<file path="config.mk">
export PLATFORM = sky130hd
export DESIGN_NAME = mul_div_unit
export DESIGN_NICKNAME = d
export VERILOG_FILES = /design/src/rtl/mul_div_unit.sv
export SDC_FILE = /design/constraint.sdc
export NUM_CORES = 1
export LEC_CHECK = 0
export BUFFER_PORTS_ARGS = -buffer_cell sky130_fd_sc_hd__buf_2
export CORE_MARGIN = 8
export CORE_UTILIZATION = 30
export CTS_BUF_LIST = sky130_fd_sc_hd__clkbuf_4
export DETAILED_ROUTE_END_ITERATION = 7
export GPL_TIMING_DRIVEN = 0
export PLACE_DENSITY = 0.43
export RECOVER_POWER = 100
export SLEW_MARGIN = 10
export SYNTH_ARGS = -nofsm -noshare
export SYNTH_HDL_FRONTEND = slang
export SYNTH_SLANG_ARGS = --single-unit
</file>
<file path="constraint.sdc">
create_clock -name clk_in -period 4.4 [get_ports clk_in]
set_input_delay 0.44 -clock clk_in [delete_from_list [all_inputs] [get_ports clk_in]]
set_output_delay 0.44 -clock clk_in [all_outputs]
set_load 0.05 [all_outputs]
</file>
<file path="src/rtl/mul_div_unit.sv">
// Iterative RV32M multiply/divide unit: one shift-add or restoring shift-subtract step per enabled cycle.
// Latency XLEN+1 enabled cycles; divide-by-zero and signed overflow complete on the accepting edge.
// Backpressure: ready is low while busy; rdy_in low freezes all state, stretching a pending rdy pulse.
`ifndef ROB_WIDTH
`define ROB_WIDTH 4
`endif

module mul_div_unit #(
    parameter int XLEN  = 32,
    parameter int ROB_W = `ROB_WIDTH
) (
    input  logic             clk_in,
    input  logic             rst_in,
    input  logic             rdy_in,
    input  logic             flush,
    input  logic             en,
    input  logic [2:0]       op,
    input  logic [ROB_W-1:0] rob_id,
    input  logic [XLEN-1:0]  data_j,
    input  logic [XLEN-1:0]  data_k,
    output logic             ready,
    output logic             rdy,
    output logic [ROB_W-1:0] rob_id_out,
    output logic [XLEN-1:0]  result
);
    localparam int CW = $clog2(XLEN + 1);
    localparam logic [XLEN-1:0] MIN_NEG = {1'b1, {(XLEN-1){1'b0}}};

    typedef enum logic [1:0] {IDLE, BUSY, DONE} state_t;

    state_t            state_q, state_d;
    logic [CW-1:0]     cnt_q, cnt_d;
    logic [2:0]        op_q, op_d;
    logic [ROB_W-1:0]  tag_q, tag_d, rob_id_out_q, rob_id_out_d;
    logic [2*XLEN-1:0] acc_q, acc_d;
    logic [XLEN-1:0]   opb_q, opb_d, result_q, result_d;
    logic              neg_q, neg_d, negr_q, negr_d, rdy_q, rdy_d;

    logic              accept, sgn_j, sgn_k, sj, sk, div_zero, div_ovf;
    logic [XLEN-1:0]   mag_j, mag_k, special_res, quo, rem, final_res;
    logic [XLEN:0]     mul_sum, div_sh, div_diff;
    logic [2*XLEN-1:0] prod;

    assign ready      = (state_q != BUSY);
    assign accept     = rdy_in && en && ready && !flush;
    assign rdy        = rdy_q;
    assign rob_id_out = rob_id_out_q;
    assign result     = result_q;

    // Operand conditioning for the op being presented this cycle.
    always_comb begin
        sgn_j    = (op == 3'b001) || (op == 3'b010) || (op == 3'b100) || (op == 3'b110);
        sgn_k    = (op == 3'b001) || (op == 3'b100) || (op == 3'b110);
        sj       = sgn_j && data_j[XLEN-1];
        sk       = sgn_k && data_k[XLEN-1];
        mag_j    = sj ? -data_j : data_j;
        mag_k    = sk ? -data_k : data_k;
        div_zero = op[2] && (data_k == '0);
        div_ovf  = op[2] && !op[0] && (data_j == MIN_NEG) && (data_k == '1);
        // op[1] selects remainder among the divide ops.
        if (op[1]) special_res = div_zero ? data_j : '0;
        else       special_res = div_zero ? '1 : data_j;
    end

    // Iteration datapath and final sign correction.
    always_comb begin
        mul_sum  = {1'b0, acc_q[2*XLEN-1:XLEN]} + (acc_q[0] ? {1'b0, opb_q} : '0);
        div_sh   = acc_q[2*XLEN-1:XLEN-1];
        div_diff = div_sh - {1'b0, opb_q};
        prod     = neg_q ? -acc_q : acc_q;
        quo      = neg_q ? -acc_q[XLEN-1:0] : acc_q[XLEN-1:0];
        rem      = negr_q ? -acc_q[2*XLEN-1:XLEN] : acc_q[2*XLEN-1:XLEN];
        case (op_q)
            3'b000:                 final_res = prod[XLEN-1:0];
            3'b001, 3'b010, 3'b011: final_res = prod[2*XLEN-1:XLEN];
            3'b100, 3'b101:         final_res = quo;
            default:                final_res = rem;
        endcase
    end

    always_comb begin
        state_d      = state_q;
        cnt_d        = cnt_q;
        op_d         = op_q;
        tag_d        = tag_q;
        acc_d        = acc_q;
        opb_d        = opb_q;
        neg_d        = neg_q;
        negr_d       = negr_q;
        rdy_d        = rdy_q;
        rob_id_out_d = rob_id_out_q;
        result_d     = result_q;
        if (rdy_in) begin
            if (flush) begin
                state_d = IDLE;
                rdy_d   = 1'b0;
            end else if (state_q == BUSY) begin
                if (cnt_q != '0) begin
                    cnt_d = cnt_q - CW'(1);
                    if (!op_q[2])              acc_d = {mul_sum, acc_q[XLEN-1:1]};
                    else if (!div_diff[XLEN])  acc_d = {div_diff[XLEN-1:0], acc_q[XLEN-2:0], 1'b1};
                    else                       acc_d = {div_sh[XLEN-1:0], acc_q[XLEN-2:0], 1'b0};
                end else begin
                    state_d      = DONE;
                    rdy_d        = 1'b1;
                    result_d     = final_res;
                    rob_id_out_d = tag_q;
                end
            end else begin
                state_d = IDLE;
                rdy_d   = 1'b0;
                if (accept) begin
                    op_d   = op;
                    tag_d  = rob_id;
                    neg_d  = sj ^ sk;
                    negr_d = sj;
                    opb_d  = mag_k;
                    acc_d  = {{XLEN{1'b0}}, mag_j};
                    if (div_zero || div_ovf) begin
                        state_d      = DONE;
                        cnt_d        = '0;
                        rdy_d        = 1'b1;
                        result_d     = special_res;
                        rob_id_out_d = rob_id;
                    end else begin
                        state_d = BUSY;
                        cnt_d   = CW'(XLEN);
                    end
                end
            end
        end
    end

    always_ff @(posedge clk_in or negedge rst_in) begin
        if (!rst_in) begin
            state_q      <= IDLE;
            cnt_q        <= '0;
            op_q         <= '0;
            tag_q        <= '0;
            acc_q        <= '0;
            opb_q        <= '0;
            neg_q        <= 1'b0;
            negr_q       <= 1'b0;
            rdy_q        <= 1'b0;
            rob_id_out_q <= '0;
            result_q     <= '0;
        end else begin
            state_q      <= state_d;
            cnt_q        <= cnt_d;
            op_q         <= op_d;
            tag_q        <= tag_d;
            acc_q        <= acc_d;
            opb_q        <= opb_d;
            neg_q        <= neg_d;
            negr_q       <= negr_d;
            rdy_q        <= rdy_d;
            rob_id_out_q <= rob_id_out_d;
            result_q     <= result_d;
        end
    end
endmodule

</file>
# Word level (Yosys, flattened, before mapping)

Cells that the tools add are included.

Flip-flop bits (word level): 150
Input port bits: 76
Word-level logic and storage cells: 103

Add/sub/neg operators: 8
Eq/ne operators: 16
Muxes and demuxes: 37
Bitwise logic cells: 3
Reductions and logical operators: 28

Operators by type and width:

| operator                                                           | number |
|---|---|
| 32-bit 2-to-1 mux                                                  | 12 |
| 64-bit 2-to-1 mux                                                  | 6 |
| 32-bit negator                                                     | 4 |
| 32-bit case mux with 3 select lines                                | 1 |
| 32-bit == test, second input constant                              | 2 |
| 64-bit negator                                                     | 1 |
| 32-bit by 32-bit adder with 33-bit output                          | 1 |
| 33-bit by 32-bit subtractor with 33-bit output                     | 1 |
| 32-bit zero test                                                   | 1 |
| 6-bit 2-to-1 mux                                                   | 4 |
| 4-bit 2-to-1 mux                                                   | 4 |
| 3-bit == test, second input constant                               | 4 |
| 2-bit 2-to-1 mux                                                   | 5 |
| 3-bit by 2-bit == test with 1-bit output, second input constant    | 3 |
| 1-bit logical AND                                                  | 9 |
| 4-bit AND reduction                                                | 2 |
| 3-bit by 1-bit == test with 1-bit output, second input constant    | 2 |
| 1-bit logical OR                                                   | 6 |
| 6-bit nonzero test                                                 | 1 |
| 6-bit by 1-bit subtractor with 6-bit output, second input constant | 1 |
| 1-bit 2-to-1 mux                                                   | 5 |
| 5-bit AND reduction                                                | 1 |
| 2-bit by 1-bit != test with 1-bit output, second input constant    | 2 |
| 2-bit nonzero test                                                 | 2 |
| other kinds (10)                                                   | 12 |

# Depth between registers and ports, before layout

Gate-level depths: netlist of the first run.

Word-level depth: 9
Depth in mapped cells: 13
Mapped depth without buffers: 12

# Least setup slack after synthesis of the first run

No wires, ideal clock.

Kind: reg2reg
From: register acc_q[31]
To: register acc_q[32]
Library setup time: 0.120 ns
Data arrival time: 3.178 ns
Required time: 4.280 ns
Path slack: 1.102 ns
Stages on the path, launching flop included: 13
Period minus slack after synthesis: 3.298 ns
Cells stage by stage: dfrtp_1 > inv_1 > ha_1 > fa_1 > nand2b_1 > a21o_1 > a2111o_1 > o211ai_1 > a21oi_1 > xor2_1 > clkbuf_1 > nand2_1 > a31o_2

Longest elaborated chain between the ends: 5

RTL lines:

| what                                           | RTL line | text |
|---|---|---|
| start: declaration                             | 35       | `logic [2*XLEN-1:0] acc_q, acc_d;` |
| start signal: assignment                       | 140      | `acc_q <= '0;` |
| start signal: assignment                       | 152      | `acc_q <= acc_d;` |
| 33-bit by 32-bit subtractor with 33-bit output | 69       | `div_diff = div_sh - {1'b0, opb_q};` |
| 64-bit 2-to-1 mux *                            | 101      | `else if (!div_diff[XLEN]) acc_d = {div_diff[XLEN-1:0], acc_q[XLEN-2:0], 1'b1};` |
| 64-bit 2-to-1 mux *                            | 100      | `if (!op_q[2]) acc_d = {mul_sum, acc_q[XLEN-1:1]};` |
| 64-bit 2-to-1 mux *                            | 98       | `if (cnt_q != '0) begin` |
| 64-bit 2-to-1 mux *                            | 97       | `end else if (state_q == BUSY) begin` |

Mark *: on every way between the ends. The rest lies on a longest branch, timed or not. The select of a mux whose other input is x is not followed.
A chain may end at the register's enable or synchronous reset.

# Final worst setup path of the first run

From: input port data_j[5]
To: register result_q[7], in the netlist result[7]

Longest elaborated chain between the ends: 6

RTL lines:

| what                            | RTL line | text |
|---|---|---|
| start: declaration              | 19       | `input logic [XLEN-1:0] data_j,` |
| 32-bit == test                  | 59       | `div_ovf = op[2] && !op[0] && (data_j == MIN_NEG) && (data_k == '1);` |
| 1-bit logical AND (2 in series) | 59       |  |
| 1-bit logical OR                | 119      | `if (div_zero \|\| div_ovf) begin` |
| 2-bit nonzero test (no line)    | n/a      |  |
| 5-bit AND reduction (no line)   | n/a      |  |
| end signal: assignment          | 158      | `result_q <= result_d;` |
| end: declaration                | 36       | `logic [XLEN-1:0] opb_q, opb_d, result_q, result_d;` |

No other way between the ends.

==> results.py, run 1 <==
metrics = {
    "outcome": {
        "status": "complete, but fails checks",
        "violations": "max-capacitance violations, max-slew violations",
    },
    "global_route": {
        "grtUsageTotal_pct": 25.5,
        "grt_pass1_wl_mm": 110,
        "antenna_found_initial": 3,
        "gr-total-overflow": 0,
        "grt_max_degree": 78,
        "first_global_vias": 16402,
    },
    "synthesis": {
        "post_synth_num_cell_types": 82,
        "synth_top_area_share_pct": 24.6,
        "synth.cell_area_um2": 15100,
        "synthCells": 2050,
        "synth_edf_count": 0,
        "yosys.area.top_type": "dfrtp_1",
        "synth_warnings": 0,
        "yosys-top-cells-area": "dfrtp_1, nand2_1, o21ai_0",
        "avgSynthCellArea_um2": 7.39,
        "synthArstFlopShare_pct": 100,
        "synthFlopType": "dfrtp_1",
        "synth_fp_nets": 2199,
        "ys_seq_elements": 149,
        "seq_area_frac_synth_pct": 24.6,
    },
    "worst_setup_path": {
        "cp-start-kind": "input pin",
        "crit_fanout": 10,
        "r2r-start": "acc_q[19]",
        "cp-startpoint": "data_j[5]",
        "slowest_stage": "nor4_1",
        "path_common_cell": "clkbuf_1",
        "reg2reg_slack_ns": 0.08,
        "cpLargestDelayFamily": "simple AND/OR/NAND/NOR gates",
        "path_cells": "dlygate4sd3_1 > clkbuf_1 > or4_1 > nor4_1 > nand4_1 > o22ai_1 > nand3_1 > a21o_1 > clkbuf_2 > clkbuf_1 > o31ai_1",
        "crit_type": "in -> reg",
        "rr_endpoint": "result[29]",
        "cp.required_ns": 5.09,
        "endpoint_kind": "flip-flop",
        "path_buf_inv": 4,
        "arrival_ns": 5.09,
        "reg2reg_depth": 9,
        "crit_end": "result[7]",
        "slowest_delay_ns": 1.00,
        "cp.depth": 11,
    },
    "finish": {
        "drive_above_1_share_pct": 7.30,
        "n_fill_cell": 5468,
        "seqCellArea_um2": 3730,
        "multi_input_area_um2": 10600,
        "synthToLayoutAreaGrowth_pct": 16.1,
        "final_cell_count_no_fill": 2938,
        "post-route-util_pct": 35.2,
        "nets": 2395,
    },
    "place": {
        "dpl.cell_count": 2836,
        "pre_cts_slack_ns": -0.395,
        "gp_congestion": 0.938,
        "dpl.hpwl_mm": 58.6,
        "port-buffer-count": 113,
    },
    "clocking": {
        "clk-insertion-delay-late_ns": 0.80,
        "cts_inserted_buffers": 17,
        "clock_sinks": 149,
        "clk_pin_slew_ns": 0.17,
        "htreeDepth": 4,
        "cts-root-buf": "clkbuf_4",
        "clk_path_buf_depth": 2,
        "post_cts_buffers": 0,
        "cts_tree": "done",
    },
    "routing": {
        "antenna_left": 0,
        "drtIter0Drc": 1515,
        "wl_per_cell_um": 25.3,
        "routed_wl_mm": 74.3,
        "vias": 16964,
        "via_per_inst": 5.77,
        "route.detailed.drc": 0,
        "dr.pass1.iters": 5,
    },
    "pwr": {
        "power_density_nw_per_um2": 887,
        "power.leakage_nw": 7.26,
        "total_power_mw": 15.6,
        "peakVddDrop_mv": 0.358,
    },
    "die": {
        "die_x_um": 241,
        "io-pin-count": 114,
        "initial_utilization_pct": 30.3,
        "die_y_um": 241,
        "die_area_um2": 57900,
        "coreArea_um2": 50000,
        "num_rows": 82,
    },
    "run": {
        "cap_violations": 1,
    },
    "min_path": {
        "hold_class": "in -> reg",
    },
    "sta": {
        "post-route-min-period_ns": 4.40,
        "setup_violations": 0,
        "timing.fmax_mhz": 227,
        "clock_skew_ns": 0.0319,
        "period_share_pct": 99.9,
        "tightest_slew_ns": 2.19,
        "slew_viol_final": 77,
        "finalHoldViolCount": 0,
        "maxSlewHeadroom_pct": -45.8,
        "fin_ws_ns": 0.00254,
    },
}
## worst min-delay path: cells and delay by family
| family | cells | cell delay, ns |
|---|---|---|
| buf+inv | 2 | 0.20 |
| xor+xnor | 1 | 0.13 |
| compound gates | 1 | 0.07 |
## registers in the layout, indices dropped and copies added, names as in the netlist
register    cells
rob_id_out      4
opb_q          32
negr_q          1
op_q            3
cnt_q           6
tag_q           4
neg_q           1
state_q         2
acc_q          64
result         32
## placed cells by master (no fill, tap or decap), drive strengths merged, types with 27 or more instances in the layout
| master | synthesis | routed |
|---|---|---|
| nand2 | 269 | 269 |
| o21ai | 195 | 195 |
| clkbuf | 115 | 184 |
| a21oi | 157 | 157 |
| dfrtp | 149 | 149 |
| nor2 | 141 | 141 |
| buf | 27 | 89 |
| inv | 81 | 88 |
| xnor2 | 83 | 83 |
| xor2 | 83 | 83 |
| nand3 | 80 | 80 |
| ha | 71 | 71 |
| dlygate4sd3 | 0 | 63 |
| nor3 | 55 | 55 |
| mux2i | 46 | 46 |
| o31ai | 44 | 44 |
| nand4 | 36 | 36 |
| nor4 | 30 | 30 |
| a21o | 27 | 27 |
## cells by family after synthesis
logic type / count (synthesis) / synth area share, %
AND/OR/NAND/NOR: 740 / 23.5
AO/OA/AOI/OAI: 649 / 27.2
buffers and inverters: 224 / 5.67
XOR/XNOR: 166 / 9.60
flip-flops: 149 / 24.6
adder cells (fa/ha/maj): 74 / 6.20
multiplexers: 48 / 3.19
## Yosys cell counts (14+ instances only)
| library cell | instances |
|---|---|
| a211oi_1 | 20 |
| dfrtp_1 | 149 |
| nor4_1 | 29 |
| o31ai_1 | 43 |
| or3_1 | 22 |
| a21o_1 | 27 |
| nand2_1 | 269 |
| mux2i_1 | 46 |
| o221ai_1 | 17 |
| o21a_1 | 14 |
| o21ai_0 | 193 |
| nor3_1 | 54 |
| a31oi_1 | 25 |
| nand2b_1 | 21 |
| inv_1 | 80 |
| buf_1 | 16 |
| xor2_1 | 83 |
| nor2_1 | 141 |
| nand4_1 | 35 |
| xnor2_1 | 83 |
| ha_1 | 71 |
| o211ai_1 | 25 |
| a21oi_1 | 157 |
| clkbuf_1 | 114 |
| nand3_1 | 80 |
| or4_1 | 15 |
## worst min path at each step
stage          cells after the start        from          to
3_3_place_gp                       2  state_q[0]  state_q[0]
2_1_floorplan                      0      rst_in    acc_q[0]
4_1_cts                            4  data_k[22]   opb_q[22]
6_report                           4  data_k[22]   opb_q[22]
3_5_place_dp                       1      rst_in   result[6]
5_1_grt                            4  data_k[22]   opb_q[22]
## layer usage
layer / vias up / global-route usage [%] / wire length [um]
met3: 78 / 4.53 / 4410
met2: 567 / 38.9 / 32900
met1: 8424 / 36.7 / 35400
met4: 0 / 7.15 / 1600
met5: - / 0 / 0
li1: 7895 / - / -
## where the power goes
part	switching (mW)	internal, mW
combinational	8.15	3.66
sequential	0.726	1.99
clock	0.698	0.366
## stage by stage
step	TNS, ns	area (um^2)	hold slack, ns
floorplan	0	15100	0.144
global placement	-7.50	16600	0.460
detailed placement	-8.61	16600	0.462
CTS	0	17600	0.00104
global route	-0.0171	17600	0.0277
finish	0	17600	0.0758
## cell type report
cell class	instances	area share, %
Clock inverter	15	1.08
Buffer	142	3.20
Inverter	82	1.75
Tap cell	672	4.78
Timing Repair Buffer	177	6.68
Multi-Input combinational cell	1677	60.5
Sequential cell	149	21.2
Antenna cell	7	0.0997
Clock buffer	17	0.726
## what timing repair did
item,in CTS,in global routing
setup endpoints to repair,49,43
endpoints found under the hold margin,148,0
hold buffers,63,0
pin swaps,0,1
resized for setup,14,18
No activity file was read; power rests on OpenSTA's default activity.
==> inputs of run 2 (changes only) <==
Clock period 4.4 ns to 4.6 ns, I/O delays scaled along.
==> run 2 against run 1 <==
Effect of this change:
- the run still ends with max-capacitance violations, max-slew violations left
- critical endpoint is now acc_q[59]
- register-to-register slack better by 0.05 ns
- largest cell class unchanged
- worst setup slack better by 0.13 ns
- sequential share of layout area about the same
- combinational power down 4%
- utilization down 0.057 points
- flip-flop and latch count unchanged
- design area down 0.16%
- via count up 0.22%
- die area unchanged
- routed wire length down 0.24%
- critical path depth down 2
==> results.py, run 2 (synthesized netlist as in run 1, its figures left out) <==
metrics = {
    "sta": {
        "post-route-min-period_ns": 4.47,
        "finalHoldViolCount": 0,
        "fin_ws_ns": 0.131,
        "slew_viol_final": 77,
        "hold_ws_ns": 0.0669,
        "maxSlewHeadroom_pct": -155,
        "setup_violations": 0,
        "clock_skew_ns": 0.0305,
        "timing.fmax_mhz": 224,
        "tightest_slew_ns": 3.82,
        "period_share_pct": 97.2,
    },
    "finish": {
        "top_register": "acc_q",
        "final_cell_area_um2": 17500,
        "post-route-util_pct": 35.1,
        "seqCellArea_um2": 3730,
        "nets": 2392,
        "drive_above_1_share_pct": 7.27,
        "synthToLayoutAreaGrowth_pct": 15.9,
        "multi_input_area_um2": 10600,
        "n_fill_cell": 5466,
        "layout_commonest_cell": "nand2_1",
        "largest_reg_flops": 64,
        "layout_common_cells": "nand2_1, o21ai_0, a21oi_1",
    },
    "global_route": {
        "first_global_vias": 16377,
        "antenna_found_initial": 3,
        "gr-total-overflow": 0,
        "grt_max_degree": 78,
        "grt_pass1_wl_mm": 110,
        "grtUsageTotal_pct": 25.5,
    },
    "routing": {
        "vias": 17001,
        "dr.pass1.iters": 6,
        "wl_per_cell_um": 25.2,
        "antenna_left": 0,
        "via_per_inst": 5.79,
        "drtIter0Drc": 1497,
        "routed_wl_mm": 74.1,
        "route.detailed.drc": 0,
    },
    "clocking": {
        "clk_path_buf_depth": 2,
        "cts_inserted_buffers": 17,
        "clk-insertion-delay-late_ns": 0.80,
        "htreeDepth": 4,
        "clk_pin_slew_ns": 0.17,
        "post_cts_buffers": 0,
        "cts-root-buf": "clkbuf_4",
        "cts_tree": "done",
        "clock_sinks": 149,
    },
    "outcome": {
        "violations": "max-capacitance violations, max-slew violations",
        "status": "complete, but fails checks",
    },
    "pwr": {
        "power.leakage_nw": 7.25,
        "peakVddDrop_mv": 0.338,
        "power_density_nw_per_um2": 849,
        "p_sw_share_pct": 61.4,
        "comb_power_share_pct": 75.7,
        "power.share.clock_pct": 6.8,
        "switchingPower_mw": 9.14,
        "p_seq_share_pct": 17.4,
        "power.internal_mw": 5.75,
    },
    "min_path": {
        "hold_depth": 3,
        "hold_class": "in -> reg",
    },
    "die": {
        "die_area_um2": 57900,
        "coreArea_um2": 50000,
        "num_rows": 82,
        "initial_utilization_pct": 30.3,
        "die_y_um": 241,
        "io-pin-count": 114,
        "die_x_um": 241,
    },
    "run": {
        "cap_violations": 1,
    },
    "place": {
        "dpl.hpwl_mm": 58.6,
        "gp_congestion": 0.938,
        "port-buffer-count": 113,
        "postPlaceCellArea_um2": 16600,
        "pre_cts_slack_ns": -0.195,
    },
    "worst_setup_path": {
        "crit_type": "reg -> reg",
        "endpoint_kind": "flip-flop",
        "cp-start-kind": "flip-flop",
        "crit_fanout": 10,
        "arrival_ns": 5.17,
        "reg2reg_slack_ns": 0.13,
        "cp.required_ns": 5.30,
        "reg2reg_depth": 9,
    },
}
run 2: changes by cell type in the layout (fill, tap and decap cells not counted), moves of 2 or more:
cell	delta
buf_1	+4
buf_2	+7
clkbuf_1	-8
clkbuf_2	-6
clkdlybuf4s15_1	+2
dlygate4sd3_1	-3
run 2: worst paths after layout:
| path | start | to |
|---|---|---|
| min in group asynchronous | rst_in | result[6] |
| worst max register to register | state_q[1] | acc_q[59] |
| max in group asynchronous | rst_in | opb_q[0] |
| worst min-delay path | data_j[18] | result[18] |
| worst max-delay path | state_q[1] | acc_q[59] |
| worst min register to register | state_q[0] | state_q[0] |
run 2: layout make-up:
cell class | count | area share [%]
clock inverters | 15 | 1.08
plain buffers | 142 | 3.29
flip-flops and latches | 149 | 21.2
clock buffers | 17 | 0.727
repair buffers | 174 | 6.58
diodes | 7 | 0.0998
inverters | 82 | 1.75
well taps | 672 | 4.79
multi-input cells | 1677 | 60.4
run 2: layer usage:
metal	vias up	track usage, %	part of all wire, %
li1	7908	-	-
met5	-	0	0
met4	0	7.17	2.2
met1	8415	36.6	47
met3	80	4.52	6.4
met2	598	38.7	45
run 2: critical path, stage by stage, from the launching register on:
cell and delay (ns):
dfrtp_1 0.48, nor2b_1 0.09, clkdlybuf4s15_1 0.62, a21oi_2 0.71, nand2_1 0.40, nor2_1 0.48
clkbuf_1 0.61, clkbuf_1 0.64, nand3_1 0.16, o211ai_1 0.16
run 2: power by group through the flow:
stage,Sequential (mW),Clock [mW],Combinational (mW)
2_1_floorplan,2.88,0,7.01
3_3_place_gp,2.60,0,11.0
3_5_place_dp,2.61,0,11.0
4_1_cts,2.59,1.05,11.1
5_1_grt,2.69,1.10,12.2
6_report,2.60,1.02,11.3
run 2: timing repair:
item                       4_1_cts  5_1_grt
hold endpoints to repair       140        0
resized for setup                5       23
hold buffers                    60        0
pin swaps                        0        1
gates cloned                     0        0
setup endpoints to repair       27       38
run 2: metrics by stage:
| stage | instances | power (mW) | TNS (ns) |
|---|---|---|---|
| finish | 2935 | 14.9 | 0 |
| global route | 2932 | 16.0 | -0.0517 |
| CTS | 2928 | 14.7 | 0 |
| detailed placement | 2836 | 13.6 | -2.03 |
| global placement | 2835 | 13.6 | -1.56 |
| floorplan | 2050 | 9.89 | 0 |
==> inputs of run 3 (changes only) <==
Settings changed: CTS_BUF_LIST sky130_fd_sc_hd__clkbuf_4 to sky130_fd_sc_hd__clkbuf_8 sky130_fd_sc_hd__clkbuf_16.
==> run 3 against run 2 <==
Effect of this change:
- the flow still finishes with violations (max-capacitance violations, max-slew violations)
- count of clock-buffer cells in the layout unchanged
- maximum frequency fell by 2.1%
- routed wire length down 0.83%
- worst setup slack got worse by 0.096 ns
- clock power rose by 52%
- clock skew decreased by 0.012 ns
- non-clock buffer count is 59 lower
- design area fell by 2.0%
- hold slack better by 0.11 ns
- utilization fell by 0.69 points
- combinational power about the same
- critical path type unchanged
- largest cell class unchanged
- largest power group unchanged
==> results.py, run 3 (synthesized netlist as in run 1, its figures left out) <==
metrics = {
    "pwr": {
        "power_density_nw_per_um2": 893,
        "total_power_mw": 15.4,
        "power.leakage_nw": 7.11,
        "peakVddDrop_mv": 0.332,
    },
    "place": {
        "dpl.hpwl_mm": 58.6,
        "port-buffer-count": 113,
        "pre_cts_slack_ns": -0.195,
        "gp_congestion": 0.938,
    },
    "worst_setup_path": {
        "path_cells": "nor2b_1 > clkdlybuf4s15_1 > nand4b_1 > nand2b_1 > clkbuf_1 > buf_1 > buf_1 > o21ai_0",
        "crit_type": "reg -> reg",
        "path_common_cell": "buf_1",
        "arrival_ns": 4.91,
        "cp-startpoint": "state_q[1]",
        "endpoint_kind": "flip-flop",
        "cp-start-kind": "flip-flop",
        "r2r-start": "state_q[1]",
        "slowest_stage": "buf_1",
        "slowest_delay_ns": 0.76,
        "crit_fanout": 10,
        "cp.required_ns": 4.94,
    },
    "clocking": {
        "post_cts_buffers": 0,
        "htreeDepth": 4,
        "cts-root-buf": "clkbuf_16",
        "cts_tree": "done",
        "cts_inserted_buffers": 17,
        "clock_sinks": 149,
        "clk_pin_slew_ns": 0.07,
        "clk-insertion-delay-late_ns": 0.50,
        "clk_path_buf_depth": 2,
    },
    "routing": {
        "drtIter0Drc": 1532,
        "routed_wl_mm": 73.5,
        "via_per_inst": 5.82,
        "wl_per_cell_um": 25.6,
        "dr.pass1.iters": 5,
        "route.detailed.drc": 0,
        "vias": 16702,
        "antenna_left": 0,
    },
    "global_route": {
        "grtUsageTotal_pct": 25.2,
        "grt_pass1_wl_mm": 109,
        "gr-total-overflow": 0,
        "antenna_found_initial": 2,
        "first_global_vias": 16104,
        "grt_max_degree": 78,
    },
    "sta": {
        "setup_violations": 0,
        "finalHoldViolCount": 0,
        "slew_viol_final": 152,
        "maxSlewHeadroom_pct": -38.5,
        "clock_skew_ns": 0.0189,
        "timing.fmax_mhz": 219,
        "period_share_pct": 99.2,
        "tightest_slew_ns": 2.08,
        "fin_ws_ns": 0.0345,
        "post-route-min-period_ns": 4.57,
    },
    "finish": {
        "largest_reg_flops": 64,
        "n_fill_cell": 5488,
        "seqCellArea_um2": 3730,
        "nets": 2333,
        "multi_input_area_um2": 10600,
        "layout_common_cells": "nand2_1, o21ai_0, a21oi_1",
        "layout_commonest_cell": "nand2_1",
        "top_register": "acc_q",
        "drive_above_1_share_pct": 7.37,
        "synthToLayoutAreaGrowth_pct": 13.6,
    },
    "die": {
        "num_rows": 82,
        "die_y_um": 241,
        "initial_utilization_pct": 30.3,
        "coreArea_um2": 50000,
        "die_area_um2": 57900,
        "io-pin-count": 114,
        "die_x_um": 241,
    },
    "run": {
        "cap_violations": 2,
    },
    "outcome": {
        "violations": "max-capacitance violations, max-slew violations",
        "status": "complete, but fails checks",
    },
    "min_path": {
        "min_from": "rob_id[2]",
        "hold_class": "in -> reg",
    },
}
## run 3: changes by cell type in the layout (fill, tap and decap cells not counted), sizes merged
cell / delta
diode: -6
clkdlybuf4s18: -1
dlygate4sd3: -59
buf: +2
dlymetal6s4s: -1
## run 3: final timing paths
check / to / slack, ns / cells past startpoint
worst max-delay path: acc_q[26] / 0.03 / 8
worst min register to register: result[6] / 0.48 / 2
worst max register to register: acc_q[26] / 0.03 / 8
max in group asynchronous: acc_q[32] / 0.70 / 3
worst min-delay path: tag_q[2] / 0.17 / 3
min in group asynchronous: result[6] / 1.06 / 2
## run 3: what timing repair did
| action | CTS | global route |
|---|---|---|
| hold buffers | 1 | 0 |
| endpoints found under the hold margin | 76 | 0 |
| endpoints found under the setup margin | 27 | 39 |
| resized for setup | 5 | 15 |
| pin swaps | 0 | 1 |
## run 3: final cells by class
class / instances / area share, %
repair buffers: 115 / 3.11
diodes: 1 / 0.0145
well taps: 672 / 4.89
clock buffers: 17 / 2.47
clock inverters: 15 / 1.11
inverters: 82 / 1.79
multi-input cells: 1677 / 61.6
plain buffers: 142 / 3.31
flip-flops and latches: 149 / 21.7
## run 3: power breakdown
| part | total (mW) | internal [mW] | switching, mW |
|---|---|---|---|
| sequential | 2.61 | 1.91 | 0.693 |
| clock | 1.55 | 0.825 | 0.727 |
| combinational | 11.2 | 3.46 | 7.75 |
| total | 15.4 | 6.20 | 9.17 |
## run 3: metrics by stage
stage / TNS, ns / cell area (um^2) / hold WS (ns) / util (%) / instances
6_report: 0 / 17200 / 0.174 / 34.4 / 2870
5_1_grt: -0.126 / 17200 / 0.181 / 34.4 / 2869
4_1_cts: 0 / 17200 / 0.144 / 34.5 / 2869
3_5_place_dp: -2.03 / 16600 / 0.465 / 33.2 / 2836
3_3_place_gp: -1.56 / 16600 / 0.460 / 33.1 / 2835
2_1_floorplan: 0 / 15100 / 0.164 / - / 2050
## run 3: metal layers
layer / global-route usage [%] / part of all wire, % / routed length, um / up-vias
li1: - / - / - / 7779
met1: 36.6 / 47 / 34800 / 8233
met2: 38.0 / 44 / 32200 / 593
met3: 4.06 / 6.3 / 4600 / 97
met4: 7.48 / 2.6 / 1910 / 0
met5: 0 / 0 / 0 / -
## run 3: critical path, delay by kind of cell (launching register included)
| kind | cells | cell delay, ns |
|---|---|---|
| buffers and inverters | 4 | 2.98 |
| and+or+nand+nor | 3 | 0.76 |
| DFF | 1 | 0.45 |
| AOI/OAI and AO/OA | 1 | 0.20 |
